File: src/rtl/bcd2bin_seq_if.sv
// bcd2bin_seq_if: start/done handshake and data bus for the BCD-to-binary converter.
interface bcd2bin_seq_if #(parameter int DIGITS = 2);
   localparam int W = 4 * DIGITS;
   logic         start;
   logic [W-1:0] bcd_in;
   logic         busy;
   logic         done;
   logic [W-1:0] bin_out;
   logic         error;
   modport master (output start, bcd_in, input busy, done, bin_out, error);
   modport slave  (input start, bcd_in, output busy, done, bin_out, error);
endinterface

File: src/rtl/bcd2bin_seq.sv
// bcd2bin_seq: iterative BCD-to-binary converter using reverse double-dabble,
// one right shift plus per-digit subtract-3 correction per clock.
module bcd2bin_seq #(
   parameter int DIGITS = 2
) (
   input logic          clk,
   input logic          rst_n,
   bcd2bin_seq_if.slave bus
);
   localparam int W  = 4 * DIGITS;
   localparam int CW = $clog2(W);
   localparam logic [1:0] IDLE = 2'd0;
   localparam logic [1:0] CONV = 2'd1;
   localparam logic [1:0] DONE = 2'd2;
   logic [1:0]       state;
   logic [2*W-1:0]   sr;
   logic [2*W-1:0]   sh;
   logic [2*W-1:0]   nxt;
   logic [CW-1:0]    cnt;
   logic [W-1:0]     bin_q;
   logic             err_q;
   logic [DIGITS-1:0] bad;
   assign sh           = {1'b0, sr[2*W-1:1]};
   assign nxt[W-1:0]   = sh[W-1:0];
   for (genvar i = 0; i < DIGITS; i++) begin : g_dig
      assign bad[i] = bus.bcd_in[4*i +: 4] > 4'd9;
      // a digit >= 8 after the shift received a borrowed 10 from the digit above
      assign nxt[W+4*i +: 4] = sh[W+4*i +: 4] >= 4'd8 ? sh[W+4*i +: 4] - 4'd3 : sh[W+4*i +: 4];
   end
   always_ff @(posedge clk) begin
      if (!rst_n) begin
         state <= IDLE;
         sr    <= '0;
         cnt   <= '0;
         bin_q <= '0;
         err_q <= 1'b0;
      end else if (state == IDLE) begin
         if (bus.start) begin
            sr <= {bus.bcd_in, {W{1'b0}}};
            if (|bad) begin
               state <= DONE;
               bin_q <= '0;
               err_q <= 1'b1;
            end else begin
               state <= CONV;
               cnt   <= CW'(W - 1);
            end
         end
      end else if (state == CONV) begin
         sr  <= nxt;
         cnt <= cnt - CW'(1);
         if (cnt == '0) begin
            state <= DONE;
            bin_q <= nxt[W-1:0];
            err_q <= 1'b0;
         end
      end else begin
         state <= IDLE;
      end
   end
   assign bus.busy    = state != IDLE;
   assign bus.done    = state == DONE;
   assign bus.bin_out = bin_q;
   assign bus.error   = err_q;
endmodule

File: src/flat_wrapper.sv
// flat-port wrapper written by rule: the top's interface ports become plain ports
module bcd2bin_seq_flat 
#(
   parameter int DIGITS = 2
)
  (clk, rst_n, bus_start, bus_bcd_in, bus_busy, bus_done, bus_bin_out, bus_error);
  bcd2bin_seq_if #(.DIGITS(DIGITS)) bus_i ();
  input logic clk;
  input logic rst_n;
  input wire logic [$bits(bus_i.start)-1:0] bus_start;
  input wire logic [$bits(bus_i.bcd_in)-1:0] bus_bcd_in;
  output wire logic [$bits(bus_i.busy)-1:0] bus_busy;
  output wire logic [$bits(bus_i.done)-1:0] bus_done;
  output wire logic [$bits(bus_i.bin_out)-1:0] bus_bin_out;
  output wire logic [$bits(bus_i.error)-1:0] bus_error;
  assign bus_i.start = bus_start;
  assign bus_i.bcd_in = bus_bcd_in;
  assign bus_busy = bus_i.busy;
  assign bus_done = bus_i.done;
  assign bus_bin_out = bus_i.bin_out;
  assign bus_error = bus_i.error;
  bcd2bin_seq #(.DIGITS(DIGITS)) u_core (.clk(clk), .rst_n(rst_n), .bus(bus_i));
endmodule
File: config.mk
export PLATFORM = sky130hd
export DESIGN_NAME = bcd2bin_seq_flat
export DESIGN_NICKNAME = d
export VERILOG_FILES = /design/src/rtl/bcd2bin_seq_if.sv /design/src/rtl/bcd2bin_seq.sv /design/src/flat_wrapper.sv
export SDC_FILE = /design/constraint.sdc
export NUM_CORES = 1
export LEC_CHECK = 0
export CAP_MARGIN = 0
export CORE_MARGIN = 2
export CORE_UTILIZATION = 51
export CTS_CLUSTER_SIZE = 40
export DETAILED_ROUTE_END_ITERATION = 7
export GPL_TIMING_DRIVEN = 0
export MAX_ROUTING_LAYER = met4
export PLACE_DENSITY = 0.77
export SLEW_MARGIN = 20
export SYNTH_ARGS = -nofsm -noshare
export SYNTH_HDL_FRONTEND = slang
export SYNTH_SLANG_ARGS = --single-unit
File: constraint.sdc
create_clock -name clk -period 1.6 [get_ports clk]
set_input_delay 0.16 -clock clk [delete_from_list [all_inputs] [get_ports clk]]
set_output_delay 0.16 -clock clk [all_outputs]
set_load 0.03 [all_outputs]
# Yosys cells after proc, flatten, opt, wreduce, memory -nomap -nowiden
# Cells that the tools add are included.
# totals
regBits	30
# classes
add_sub_neg	3
order_cmp	4
n_eq_ne	6
muxes	24
reduce_logical	10
# ops
operator	count
$mux 16	3
$mux 8	5
$mux 3	4
$mux 2	5
$gt 4x4->1 const B	2
$mux 4	2
$ne 2x2->1 const B	3
$reduce_bool 2->1	3
$mux 1	5
$ge 3x4->1 const B	1
$ge 4x4->1 const B	1
$reduce_and 2->1	2
$reduce_and 4->1	1
$sub 3x2->4 const B	1
$sub 4x2->4 const B	1
$logic_not 3->1	1
$ne 3x2->1 const B	1
$reduce_and 3->1	1
$sub 3x1->3 const B	1
$eq 2x1->1 const B	1
$eq 2x2->1 const B	1
$logic_not 2->1	1
$reduce_or 2->1	1

# Longest topological paths before layout
# logic_depth
word_depth	5
mapped_depth	6
ltp_nobuf	6

# Worst setup path before layout
# OpenSTA, ideal clock, no wires.
# synth_path
kind	register -> register
startpoint	register u_core.cnt[0]
endpoint	register u_core.bin_q[0], in the netlist u_core.bus.bin_out[0]
setup_time_ns	0.117
t_arrival_ns	1.247
t_required_ns	1.483
setup_slack_ns	0.237
stages_incl_launch_ff	7
path_buffers	1
path_cell_list	dfxtp_1 inv_1 ha_1 nor2b_1 and3_1 clkbuf_1 a22o_1
# synth_between
elab_chain_len	3
# synth_rtl
item	line_no	source
start: declaration	bcd2bin_seq.sv:19	logic [CW-1:0] cnt;
start signal: assignment	bcd2bin_seq.sv:46	cnt <= CW'(W - 1);
start signal: assignment	bcd2bin_seq.sv:51	cnt <= cnt - CW'(1);
$logic_not 3->1	bcd2bin_seq.sv:52	if (cnt == '0) begin
$reduce_bool 2->1 (no source line)	--	
$reduce_and 4->1 (no source line)	--	
end signal: assignment	bcd2bin_seq.sv:54	bin_q <= nxt[W-1:0];
end: declaration	bcd2bin_seq.sv:20	logic [W-1:0] bin_q;
# No other way between the ends.
# A chain may end at the register's enable or synchronous reset.

# Worst setup path after layout
# layout_path
startpoint	register u_core.state[1]
endpoint	output port bus_done
# layout_between
elab_chain_len	1
# layout_rtl
item	line_no	source
start: declaration	bcd2bin_seq.sv:15	logic [1:0] state;
start signal: assignment	bcd2bin_seq.sv:32	state <= IDLE;
start signal: assignment	bcd2bin_seq.sv:41	state <= DONE;
start signal: assignment	bcd2bin_seq.sv:45	state <= CONV;
$eq 2x2->1	bcd2bin_seq.sv:62	assign bus.done = state == DONE;
end: declaration	flat_wrapper.sv:13	output wire logic [$bits(bus_i.done)-1:0] bus_done;
# No other way between the ends.

==> out/results.txt <==
Synth Flop Type - dfxtp_1
P_sw - 0.4450 mW
Reg-to-Reg Start - u_core.cnt[0]
reg2reg end - u_core.bus.bin_out[0]
met2 Usage GRT - 33.13%
setup bufs post-CTS - 0
clk slew on worst S/H paths - 90 ps
hold path depth - 3
Setup Viol. Count Final - 0
ranking of synthesized cells by area - dfxtp_1, nor2b_1, a22o_1
hold wc startpoint - bus_start
H-tree lvl count - 2
post-DR wirelength/cell - 14.10 um
maximum clock frequency - 654.7 MHz
clock skew - 6.846 ps
drt drc - 0
reg2reg setup slack - 100 ps
Setup Slack @ Placement - -118.7 ps
grt peak-use layer - met2
n_diodes - 0
CP Capture Type - primary output
hold buffer count at CTS - 0
final hold violation count - 0
synthesized area per cell - 9.181 um^2
TritonCTS Buffers - 5
cells after synthesis - 142
fin area - 0.001617 mm^2
clk buf depth - 2
FF-to-FF path depth - 6
total grt overflow - 0
Design Power - 1.583 mW
Die Height - 54.56 um
Seq/Total Area, Yosys - 44.53%
most common library cells after synthesis - dfxtp_1, nand2_1, nor2b_1
number of detailed-route iterations in the first pass - 4
drt via density - 5.505
Placement Cell Area - 0.001541 mm^2
via count - 1,101
Max-Cap Viols - 0
GP Congestion - 0.8762
layout cells sized above 1 - 12.35%
Tmin final - 1527 ps
Yosys top cell area share - 44.53%
Ys Warns - 0
final antenna-violating net count - 0
synthesized flop and latch total - 29
IO Count - 22
P per Cell Area - 979.4 mW/mm^2
CP arrival - 1370 ps
Syn Std Cell Area - 0.001304 mm^2
Cell variety after synth - 33
top-count cell post-synth - dfxtp_1
Die Area - 0.002977 mm^2
period utilization - 95.46%
GRT Overall Usage - 23.11%
clock share of power - 32.1%
Post-synth EDFFs - 0
slew margin rel. - 66.55%
Post-synth ARST share - 0%
CTS tree - done
CP Max Fanout - 10
Die X - 54.56 um
design internal power - 1.138 mW
Hold Crit Class - input port to flop
initial antenna violation count - 0
Least-Margin Pin Slew - 500.0 ps
Switching Share - 28.11%
fin. max-slew vios - 0
Comb power frac - 17.8%
Fillers - 206
Area Overhead vs Synth - 23.99%
Synth Net Count - 157
largest net degree at the start of global routing - 11
FP Rows - 18
Routed WL - 2819 um
Leakage - 0.6520 nW
DP Wirelength - 1894 um
CP Class - flop to primary output
met3 Usage GRT - 7.377%
Hold EP - u_core.sr[10]
core area - 0.002455 mm^2
M1 GR Usage - 30.10%
Max IR drop VDD - 0.8512 mV
clk root buf - clkbuf_4
first-pass GRT wire length - 4671 um
DR iter-0 viols - 39
outcome - finished, final reports clean
worst-skew pair later-pin latency - 330 ps
WP data required - 1440 ps
Sink Count - 29
Seq pwr share - 50.1%
post-layout net count - 184
largest area contributor in the netlist - dfxtp_1
Worst Setup Start Kind - flop
final worst slack - 72.69 ps
non-filler cells, final - 200
Initial Util - 53.11%
Sum Neg Setup Slack - 0 ps
placed insts - 192
number of buffers inserted by port buffering - 20
number of global-route vias before repair - 1,012
## worst max-delay path, stage by stage (launching register included)
cell and delay [ps]:
dfxtp_1 440, clkbuf_4 240, nor2b_1 140, clkbuf_2 210
## power groups by stage
stage / clock [mW] / sequential [mW] / combinational [mW]
after CTS: 0.518 / 0.792 / 0.279
after floorplan: 0 / 0.804 / 0.191
after global placement: 0 / 0.804 / 0.271
after detailed placement: 0 / 0.807 / 0.278
after global routing: 0.547 / 0.799 / 0.314
final: 0.509 / 0.793 / 0.282
## worst max-delay path by stage
stage,cells after the start,to,slack [ps],from
after global placement,3,bus_busy,-100,u_core.state[0]
after CTS,3,bus_done,-140,u_core.state[0]
after floorplan,6,u_core.bus.bin_out[0],240,u_core.cnt[0]
after detailed placement,3,bus_busy,-120,u_core.state[0]
after global routing,6,u_core.cnt[1],-8,u_core.state[0]
final,3,bus_done,70,u_core.state[1]
## per-layer routing
metal  vias up  wire (um)
li1        555          -
met1       514       1395
met2        25       1224
met3         7        153
met4         0         46
met5         -          0
## flip-flops by register name, indices dropped and copies added, names as in the netlist
signal	flops
u_core.cnt	3
u_core.sr	15
u_core.state	2
u_core.bus.bin_out	8
u_core.bus.error	1
## cell usage in the layout, fill, tap and decap left out, types with 6 or more instances in the layout
cell type	n
clkdlybuf4s50_1	18
a21oi_1	8
clkbuf_4	6
nor2b_1	13
a22oi_1	8
nand2_1	13
nand3_1	6
a22o_1	8
o21ai_0	6
dfxtp_1	29
## metrics by stage
stage / hold WS, ps / utilization (%)
2_1_floorplan: 313.8 / -
4_1_cts: 161.0 / 65.95
3_3_place_gp: 459.2 / 62.79
5_1_grt: 208.4 / 65.85
6_report: 174.7 / 65.85
3_5_place_dp: 460.4 / 62.79
## what timing repair did
| item | CTS | global route |
|---|---|---|
| setup endpoints to repair | 2 | 12 |
| endpoints found under the hold margin | 0 | 0 |
| gates resized for setup | 6 | 10 |
## kinds of logic (layout without fill, tap and decap cells)
family,Yosys count,in the layout,synth area share (%)
muxes,1,1,0.7678
adders and majority gates,4,4,3.839
and+or+nand+nor,47,47,18.62
buffers and inverters,14,42,4.703
xor gates and xnor gates,3,3,2.016
DFF,29,29,44.53
AOI/OAI and AO/OA,44,44,25.53
## layout make-up
type	instances	area [um^2]	share of cell area (%)
clock inverter	1	5.005	0.3096
inverter	5	18.77	1.161
buffer	9	50.05	3.096
clock buffer	7	65.06	4.025
tap	30	37.54	2.322
sequential	29	580.6	35.91
multi-input combinational	99	669.4	41.41
timing repair buffer	20	190.2	11.76
(Power assumes the default switching activity.)
